[config.mk]
export PLATFORM = sky130hd
export DESIGN_NAME = uart_tx_arb_flat
export DESIGN_NICKNAME = d
export VERILOG_FILES = /design/src/rtl/uart_tx_arb_if.sv /design/src/rtl/uart_tx_arb.sv /design/src/flat_wrapper.sv
export SDC_FILE = /design/constraint.sdc
export NUM_CORES = 1
export LEC_CHECK = 0
export ABC_AREA = 1
export BUFFER_PORTS_ARGS = -buffer_cell sky130_fd_sc_hd__clkbuf_2
export CAP_MARGIN = 10
export CORE_MARGIN = 4
export CORE_UTILIZATION = 45
export CTS_CLUSTER_DIAMETER = 50
export CTS_CLUSTER_SIZE = 10
export DETAILED_ROUTE_END_ITERATION = 8
export GPL_TIMING_DRIVEN = 1
export MAX_ROUTING_LAYER = met4
export PLACE_DENSITY = 0.87
export REMOVE_ABC_BUFFERS = 1
export SYNTH_ARGS = -nofsm -noshare
export SYNTH_HDL_FRONTEND = slang
export SYNTH_SLANG_ARGS = --single-unit
[constraint.sdc]
create_clock -name clk -period 2.2 [get_ports clk]
set_clock_uncertainty 0.1 [all_clocks]
set_input_delay 0.22 -clock clk [delete_from_list [all_inputs] [get_ports clk]]
set_output_delay 0.22 -clock clk [all_outputs]
set_load 0.005 [all_outputs]
[src/rtl/uart_tx_arb_if.sv]
// Requester and transmitter handshake bundle for uart_tx_arb.
// master = arbiter side, slave = requesters plus UART transmitter.
interface uart_tx_arb_if #(
    parameter int N_REQ  = 4,
    parameter int DATA_W = 8
);
    logic [N_REQ-1:0]        req_valid;
    logic [N_REQ*DATA_W-1:0] req_data;
    logic [N_REQ-1:0]        req_ready;
    logic                    tx_start;
    logic [DATA_W-1:0]       tx_data;
    logic                    tx_busy;
    logic                    tx_done;

    modport master (
        input  req_valid, req_data, tx_busy, tx_done,
        output req_ready, tx_start, tx_data
    );

    modport slave (
        output req_valid, req_data, tx_busy, tx_done,
        input  req_ready, tx_start, tx_data
    );
endinterface

[src/rtl/uart_tx_arb.sv]
// Round-robin arbiter sharing one UART transmitter among N_REQ byte producers.
// Optional frame watchdog enabled by defining UART_ARB_WATCHDOG_EN.
module uart_tx_arb #(
    parameter  int N_REQ  = 4,
    parameter  int DATA_W = 8,
    localparam int IW     = $clog2(N_REQ)
) (
    input  logic                clk,
    input  logic                rst_n,
    uart_tx_arb_if.master       bus,
    input  logic [2:0]          baud_set_in,
    output logic [2:0]          baud_set_out,
    output logic [IW-1:0]       grant_id,
    output logic                active,
    output logic                tx_err
);

    typedef enum logic [1:0] {
        IDLE      = 2'd0,
        ISSUE     = 2'd1,
        WAIT_BUSY = 2'd2,
        WAIT_DONE = 2'd3
    } state_t;

    state_t            state_reg, state_next;
    logic [IW-1:0]     ptr_reg, ptr_next;
    logic [DATA_W-1:0] tx_data_reg, tx_data_next;
    logic [IW-1:0]     grant_id_reg, grant_id_next;
    logic [2:0]        baud_reg, baud_next;

    logic [DATA_W-1:0] req_bytes [N_REQ];
    logic [IW-1:0]     winner;
    logic              found;
    logic              grant_ok;
    logic              wd_fire;

    generate
        for (genvar gi = 0; gi < N_REQ; gi++) begin : g_req
            assign req_bytes[gi]     = bus.req_data[gi*DATA_W +: DATA_W];
            assign bus.req_ready[gi] = grant_ok && (winner == IW'(gi));
        end
    endgenerate

    // Scan downward over offsets so the lowest offset from ptr wins last.
    always_comb begin
        int idx;
        idx    = 0;
        winner = '0;
        found  = 1'b0;
        for (int k = N_REQ - 1; k >= 0; k--) begin
            idx = int'(ptr_reg) + k;
            if (idx >= N_REQ) begin
                idx = idx - N_REQ;
            end
            if (bus.req_valid[IW'(idx)]) begin
                winner = IW'(idx);
                found  = 1'b1;
            end
        end
    end

    assign grant_ok = (state_reg == IDLE) && found;

`ifdef UART_ARB_WATCHDOG_EN
    logic [7:0] wd_cnt_reg, wd_cnt_next;
    logic       wd_en;

    // In WAIT_DONE a busy transmitter is making progress, so the count pauses.
    always_comb begin
        wd_en   = (state_reg == WAIT_BUSY) ||
                  ((state_reg == WAIT_DONE) && !bus.tx_busy);
        wd_fire = wd_en && !bus.tx_busy && !bus.tx_done && (wd_cnt_reg == 8'd254);
        if (state_next != state_reg) begin
            wd_cnt_next = 8'd0;
        end else if (wd_en) begin
            wd_cnt_next = wd_cnt_reg + 8'd1;
        end else begin
            wd_cnt_next = wd_cnt_reg;
        end
    end

    always_ff @(posedge clk or negedge rst_n) begin
        if (!rst_n) begin
            wd_cnt_reg <= 8'd0;
        end else begin
            wd_cnt_reg <= wd_cnt_next;
        end
    end

    assign tx_err = wd_fire;
`else
    assign wd_fire = 1'b0;
    assign tx_err  = 1'b0;
`endif

    always_comb begin
        state_next    = state_reg;
        ptr_next      = ptr_reg;
        tx_data_next  = tx_data_reg;
        grant_id_next = grant_id_reg;
        baud_next     = baud_reg;
        case (state_reg)
            IDLE: begin
                if (found) begin
                    tx_data_next  = req_bytes[winner];
                    grant_id_next = winner;
                    ptr_next      = (winner == IW'(N_REQ - 1)) ? '0 : winner + 1'b1;
                    state_next    = ISSUE;
                end else if (baud_set_in <= 3'd4) begin
                    // Rate changes only land between frames; codes 5..7 are ignored.
                    baud_next = baud_set_in;
                end
            end
            ISSUE: begin
                state_next = WAIT_BUSY;
            end
            WAIT_BUSY: begin
                if (bus.tx_done) begin
                    state_next = IDLE;
                end else if (bus.tx_busy) begin
                    state_next = WAIT_DONE;
                end else if (wd_fire) begin
                    state_next = IDLE;
                end
            end
            WAIT_DONE: begin
                if (bus.tx_done || wd_fire) begin
                    state_next = IDLE;
                end
            end
            default: begin
                state_next = IDLE;
            end
        endcase
    end

    always_ff @(posedge clk or negedge rst_n) begin
        if (!rst_n) begin
            state_reg    <= IDLE;
            ptr_reg      <= '0;
            tx_data_reg  <= '0;
            grant_id_reg <= '0;
            baud_reg     <= 3'd0;
        end else begin
            state_reg    <= state_next;
            ptr_reg      <= ptr_next;
            tx_data_reg  <= tx_data_next;
            grant_id_reg <= grant_id_next;
            baud_reg     <= baud_next;
        end
    end

    assign bus.tx_start = (state_reg == ISSUE);
    assign bus.tx_data  = tx_data_reg;
    assign grant_id     = grant_id_reg;
    assign baud_set_out = baud_reg;
    assign active       = (state_reg != IDLE);

endmodule
[src/flat_wrapper.sv]
// flat-port wrapper written by rule: the top's interface ports become plain ports
module uart_tx_arb_flat 
#(
    parameter  int N_REQ  = 4,
    parameter  int DATA_W = 8,
    localparam int IW     = $clog2(N_REQ)
)
  (clk, rst_n, baud_set_in, baud_set_out, grant_id, active, tx_err, bus_req_valid, bus_req_data, bus_tx_busy, bus_tx_done, bus_req_ready, bus_tx_start, bus_tx_data);
  uart_tx_arb_if #(.N_REQ(N_REQ), .DATA_W(DATA_W)) bus_i ();
  input  logic clk;
  input  logic rst_n;
  input  logic [2:0] baud_set_in;
  output logic [2:0] baud_set_out;
  output logic [IW-1:0] grant_id;
  output logic active;
  output logic tx_err;
  input wire logic [$bits(bus_i.req_valid)-1:0] bus_req_valid;
  input wire logic [$bits(bus_i.req_data)-1:0] bus_req_data;
  input wire logic [$bits(bus_i.tx_busy)-1:0] bus_tx_busy;
  input wire logic [$bits(bus_i.tx_done)-1:0] bus_tx_done;
  output wire logic [$bits(bus_i.req_ready)-1:0] bus_req_ready;
  output wire logic [$bits(bus_i.tx_start)-1:0] bus_tx_start;
  output wire logic [$bits(bus_i.tx_data)-1:0] bus_tx_data;
  assign bus_i.req_valid = bus_req_valid;
  assign bus_i.req_data = bus_req_data;
  assign bus_i.tx_busy = bus_tx_busy;
  assign bus_i.tx_done = bus_tx_done;
  assign bus_req_ready = bus_i.req_ready;
  assign bus_tx_start = bus_i.tx_start;
  assign bus_tx_data = bus_i.tx_data;
  uart_tx_arb #(.N_REQ(N_REQ), .DATA_W(DATA_W)) u_core (.clk(clk), .rst_n(rst_n), .bus(bus_i), .baud_set_in(baud_set_in), .baud_set_out(baud_set_out), .grant_id(grant_id), .active(active), .tx_err(tx_err));
endmodule
==> summary.log <==
[placed_design] Setup Slack @ Placement 46.81 ps
[global_routing] pin count of the biggest net entering global routing 18
[logic_synthesis] Post-Synth Adder-Cell Area 0.8518%
[die] y dimension of the die 65.14 µm
[final_layout] area used by sequential logic in the layout 427.9 µm²
[detailed_routing] Iteration-0 DRC Markers 51
[final_layout] number of flip-flops in the largest register 8
[power] Total Power Consumption 3472 µW
[detailed_routing] total number of vias 1652
[placed_design] Placer Congestion 0.8754
[setup_path] worst flop-to-flop path startpoint u_core.ptr_reg[0]
[sta] share of the clock period used by the worst path after layout 99.96%
[global_routing] remaining global-route overflow 0
[hold_path] worst min-delay path startpoint baud_set_in[1]
[flow_run] count of maximum capacitance violations 0
[logic_synthesis] sequential cell area fraction in the yosys report 28.96%
[die] top-level port count 63
[logic_synthesis] mux contribution to synthesized area 1.363%
[logic_synthesis] number of standard cells after synthesis 230
[die] num rows 20
[die] area of the die 4243 µm²
[power] power per cell area 1649 nW/µm²
[global_routing] all-layer global routing usage 19.41%
[global_routing] vias in the first global route 1595
[sta] unrepaired setup endpoints after global routing yes
[clock_tree] clk sinks 17
[die] Initial Utilization 47.72%
[setup_path] CP Launch Type flip-flop
[final_layout] Diodes inserted 0
[logic_synthesis] flip-flop and latch count after synthesis 17
[logic_synthesis] fraction of the mapped netlist area in compound gates 4.089%
[setup_path] critical path data arrival time 1880 ps
[sta] maximum frequency from static timing analysis 454.7 MHz
[detailed_routing] Post-route DRC 0
[logic_synthesis] post-synthesis cell area 1469 µm²
[power] maximum vdd drop 0.8366 mV
[sta] Final WS setup 0.8682 ps
[final_layout] nets@finish 355
[final_layout] fraction of layout cells with a size suffix above 1 44.52%
[detailed_routing] number of nets with antenna violations after detailed routing 0
[final_layout] Util after Layout 68.41%
[global_routing] wire length of the first global-routing pass 6403 µm
[clock_tree] clk buf depth 2
[clock_tree] clock root cell sky130_fd_sc_hd__clkbuf_4
[clock_tree] CTS H-tree lvls 1
[hold_path] worst hold path depth 3
[final_layout] most used cells in the layout excluding fill and tap cells 61 x sky130_fd_sc_hd__nand2_1, 58 x sky130_fd_sc_hd__clkbuf_2, 46 x sky130_fd_sc_hd__inv_1, 33 x sky130_fd_sc_hd__nand3_1, 20 x sky130_fd_sc_hd__nand2_2
[setup_path] worst-path maximum fanout 6
[sta] final max-slew violation count 0
[hold_path] path class of the lowest-slack min-delay path in2reg
[sta] final hold violations 0
[clock_tree] clk slew on worst S/H paths 90 ps
[setup_path] Crit. End Element output pin
[detailed_routing] Avg Vias per Cell 4.667
[logic_synthesis] Synth cell types 23
[sta] final setup fails 0
[clock_tree] cts bufs inserted 3
[final_layout] footprint of the multi-input gates 898.4 µm²
[clock_tree] clock insertion delay at the later pin of the skew report 300 ps
[global_routing] number of antenna violations at the first check in global routing 0
[hold_path] hold endpoint u_core.baud_set_out[1]
[sta] minimum clock period after layout 2199 ps
[logic_synthesis] Mapped Avg Cell Area 6.387 µm²
[die] area of the core 3078 µm²
[placed_design] IO Port Bufs 61
[sta] total negative slack for setup checks 0 ps
[final_layout] area growth from synthesis to layout 43.36%
[clock_tree] TritonCTS clock tree done
[power] leakage component of the power 0.001296 µW
[die] Die Wd 65.14 µm
[outcome] run status complete, no violations
[logic_synthesis] share of the synthesized netlist area taken by xor and xnor gates 0%
[sta] hold_ws 85.71 ps
[detailed_routing] number of detailed-route iterations in the first pass 4
[setup_path] endpoint of the most critical register-to-register path u_core.bus.tx_data[4]
[detailed_routing] wirelength, routed 3943 µm
[final_layout] final-layout fill cell count 272
[detailed_routing] wire length per cell 11.14 µm
[logic_synthesis] count of synthesis-stage warnings from yosys 0
[placed_design] DP HPWL 2823 µm
[logic_synthesis] largest family of logic cells by synthesized area simple AND/OR/NAND/NOR gates
[logic_synthesis] Synth Area in Simple Gates 44.97%
[final_layout] most common cell after layout, fill and taps aside sky130_fd_sc_hd__nand2_1
[setup_path] worst path required time 1880 ps
[setup_path] slack of the worst reg-to-reg path 130 ps
[setup_path] Setup CP Type reg2out
[setup_path] r2r worst-path depth 14
[logic make-up after synthesis]
logic type | after synthesis
AOI/OAI and AO/OA | 11
adders and majority gates | 1
buffers and inverters | 59
DFF | 17
muxes | 2
other | 1
and+or+nand+nor | 139
[worst max-delay path: stages, from the launching register on]
cell and delay, ps:
sky130_fd_sc_hd__dfrtp_2 470, sky130_fd_sc_hd__buf_4 180, sky130_fd_sc_hd__nand2_1 80, sky130_fd_sc_hd__nand2_1 70
sky130_fd_sc_hd__nand2_2 110, sky130_fd_sc_hd__nand3_4 100, sky130_fd_sc_hd__nand2_4 80, sky130_fd_sc_hd__nand2_4 70
sky130_fd_sc_hd__nand2_8 80, sky130_fd_sc_hd__ha_4 120, sky130_fd_sc_hd__inv_2 30, sky130_fd_sc_hd__nor2_2 80
sky130_fd_sc_hd__buf_2 120
[report_power, final]
group | total, µW | internal, µW | switching (µW) | leakage, µW
clock | 173 | 69.4 | 103 | 0.0000139
combinational | 2710 | 1160 | 1550 | 0.00108
sequential | 591 | 477 | 114 | 0.000206
[timing repair]
item,in CTS,in global routing
endpoints found under the setup margin,4,4
endpoints found under the hold margin,18,0
gates resized for setup,20,28
hold buffers,2,0
setup buffers,5,7
pin swaps,13,10
[synthesized netlist by cell type]
cell type / count / area share, %
sky130_fd_sc_hd__nand3_4: 1 / 1.2
sky130_fd_sc_hd__dfrtp_1: 17 / 29
sky130_fd_sc_hd__buf_4: 1 / 0.51
sky130_fd_sc_hd__buf_12: 1 / 1.4
sky130_fd_sc_hd__nor2_1: 11 / 2.8
sky130_fd_sc_hd__nand3_2: 2 / 1.4
sky130_fd_sc_hd__buf_6: 6 / 4.6
sky130_fd_sc_hd__a21oi_1: 2 / 0.68
sky130_fd_sc_hd__o21ai_0: 4 / 1.4
sky130_fd_sc_hd__conb_1: 1 / 0.26
sky130_fd_sc_hd__ha_1: 1 / 0.85
sky130_fd_sc_hd__nand3_1: 37 / 13
sky130_fd_sc_hd__inv_1: 49 / 13
sky130_fd_sc_hd__mux2i_1: 2 / 1.4
sky130_fd_sc_hd__nand2_2: 16 / 6.8
sky130_fd_sc_hd__a31oi_1: 1 / 0.43
sky130_fd_sc_hd__o21ai_1: 3 / 1.0
sky130_fd_sc_hd__nand2_8: 1 / 1.4
sky130_fd_sc_hd__nand2_4: 1 / 0.77
sky130_fd_sc_hd__inv_2: 2 / 0.51
sky130_fd_sc_hd__nor2_2: 1 / 0.43
sky130_fd_sc_hd__o21ai_2: 1 / 0.60
sky130_fd_sc_hd__nand2_1: 69 / 18
[worst max path at each step]
stage,start,end,slack [ps],cells past startpoint
after floorplan,u_core.ptr_reg[0],bus_req_ready[3],-60,8
after global placement,u_core.ptr_reg[0],u_core.bus.tx_data[0],160,14
after detailed placement,u_core.ptr_reg[0],u_core.bus.tx_data[0],50,14
after CTS,u_core.ptr_reg[0],bus_req_ready[3],6,12
after global routing,u_core.ptr_reg[0],bus_req_ready[3],-110,13
final,u_core.ptr_reg[0],bus_req_ready[3],0.9,12
[final cells by class]
type | count | share of cell area (%)
Inverter | 51 | 9.329
Sequential cell | 17 | 20.32
Timing Repair Buffer | 84 | 23.65
Multi-Input combinational cell | 154 | 42.66
Clock buffer | 3 | 1.070
Clock inverter | 1 | 0.3565
Tap cell | 44 | 2.614
[through the flow]
stage	cell area, µm²	std cells
final	2106	354
after global routing	2106	354
after CTS	1948	347
after detailed placement	1802	336
after global placement	1802	336
after floorplan	1374	222
[per-layer routing]
metal | up-vias | part of all wire [%] | track usage, %
met4 | 0 | 0.91 | 5.181
met2 | 53 | 52 | 34.23
li1 | 849 | - | -
met1 | 745 | 40 | 22.26
met5 | - | 0 | -
met3 | 5 | 6.6 | 4.444
No activity file was read; power rests on OpenSTA's default activity.
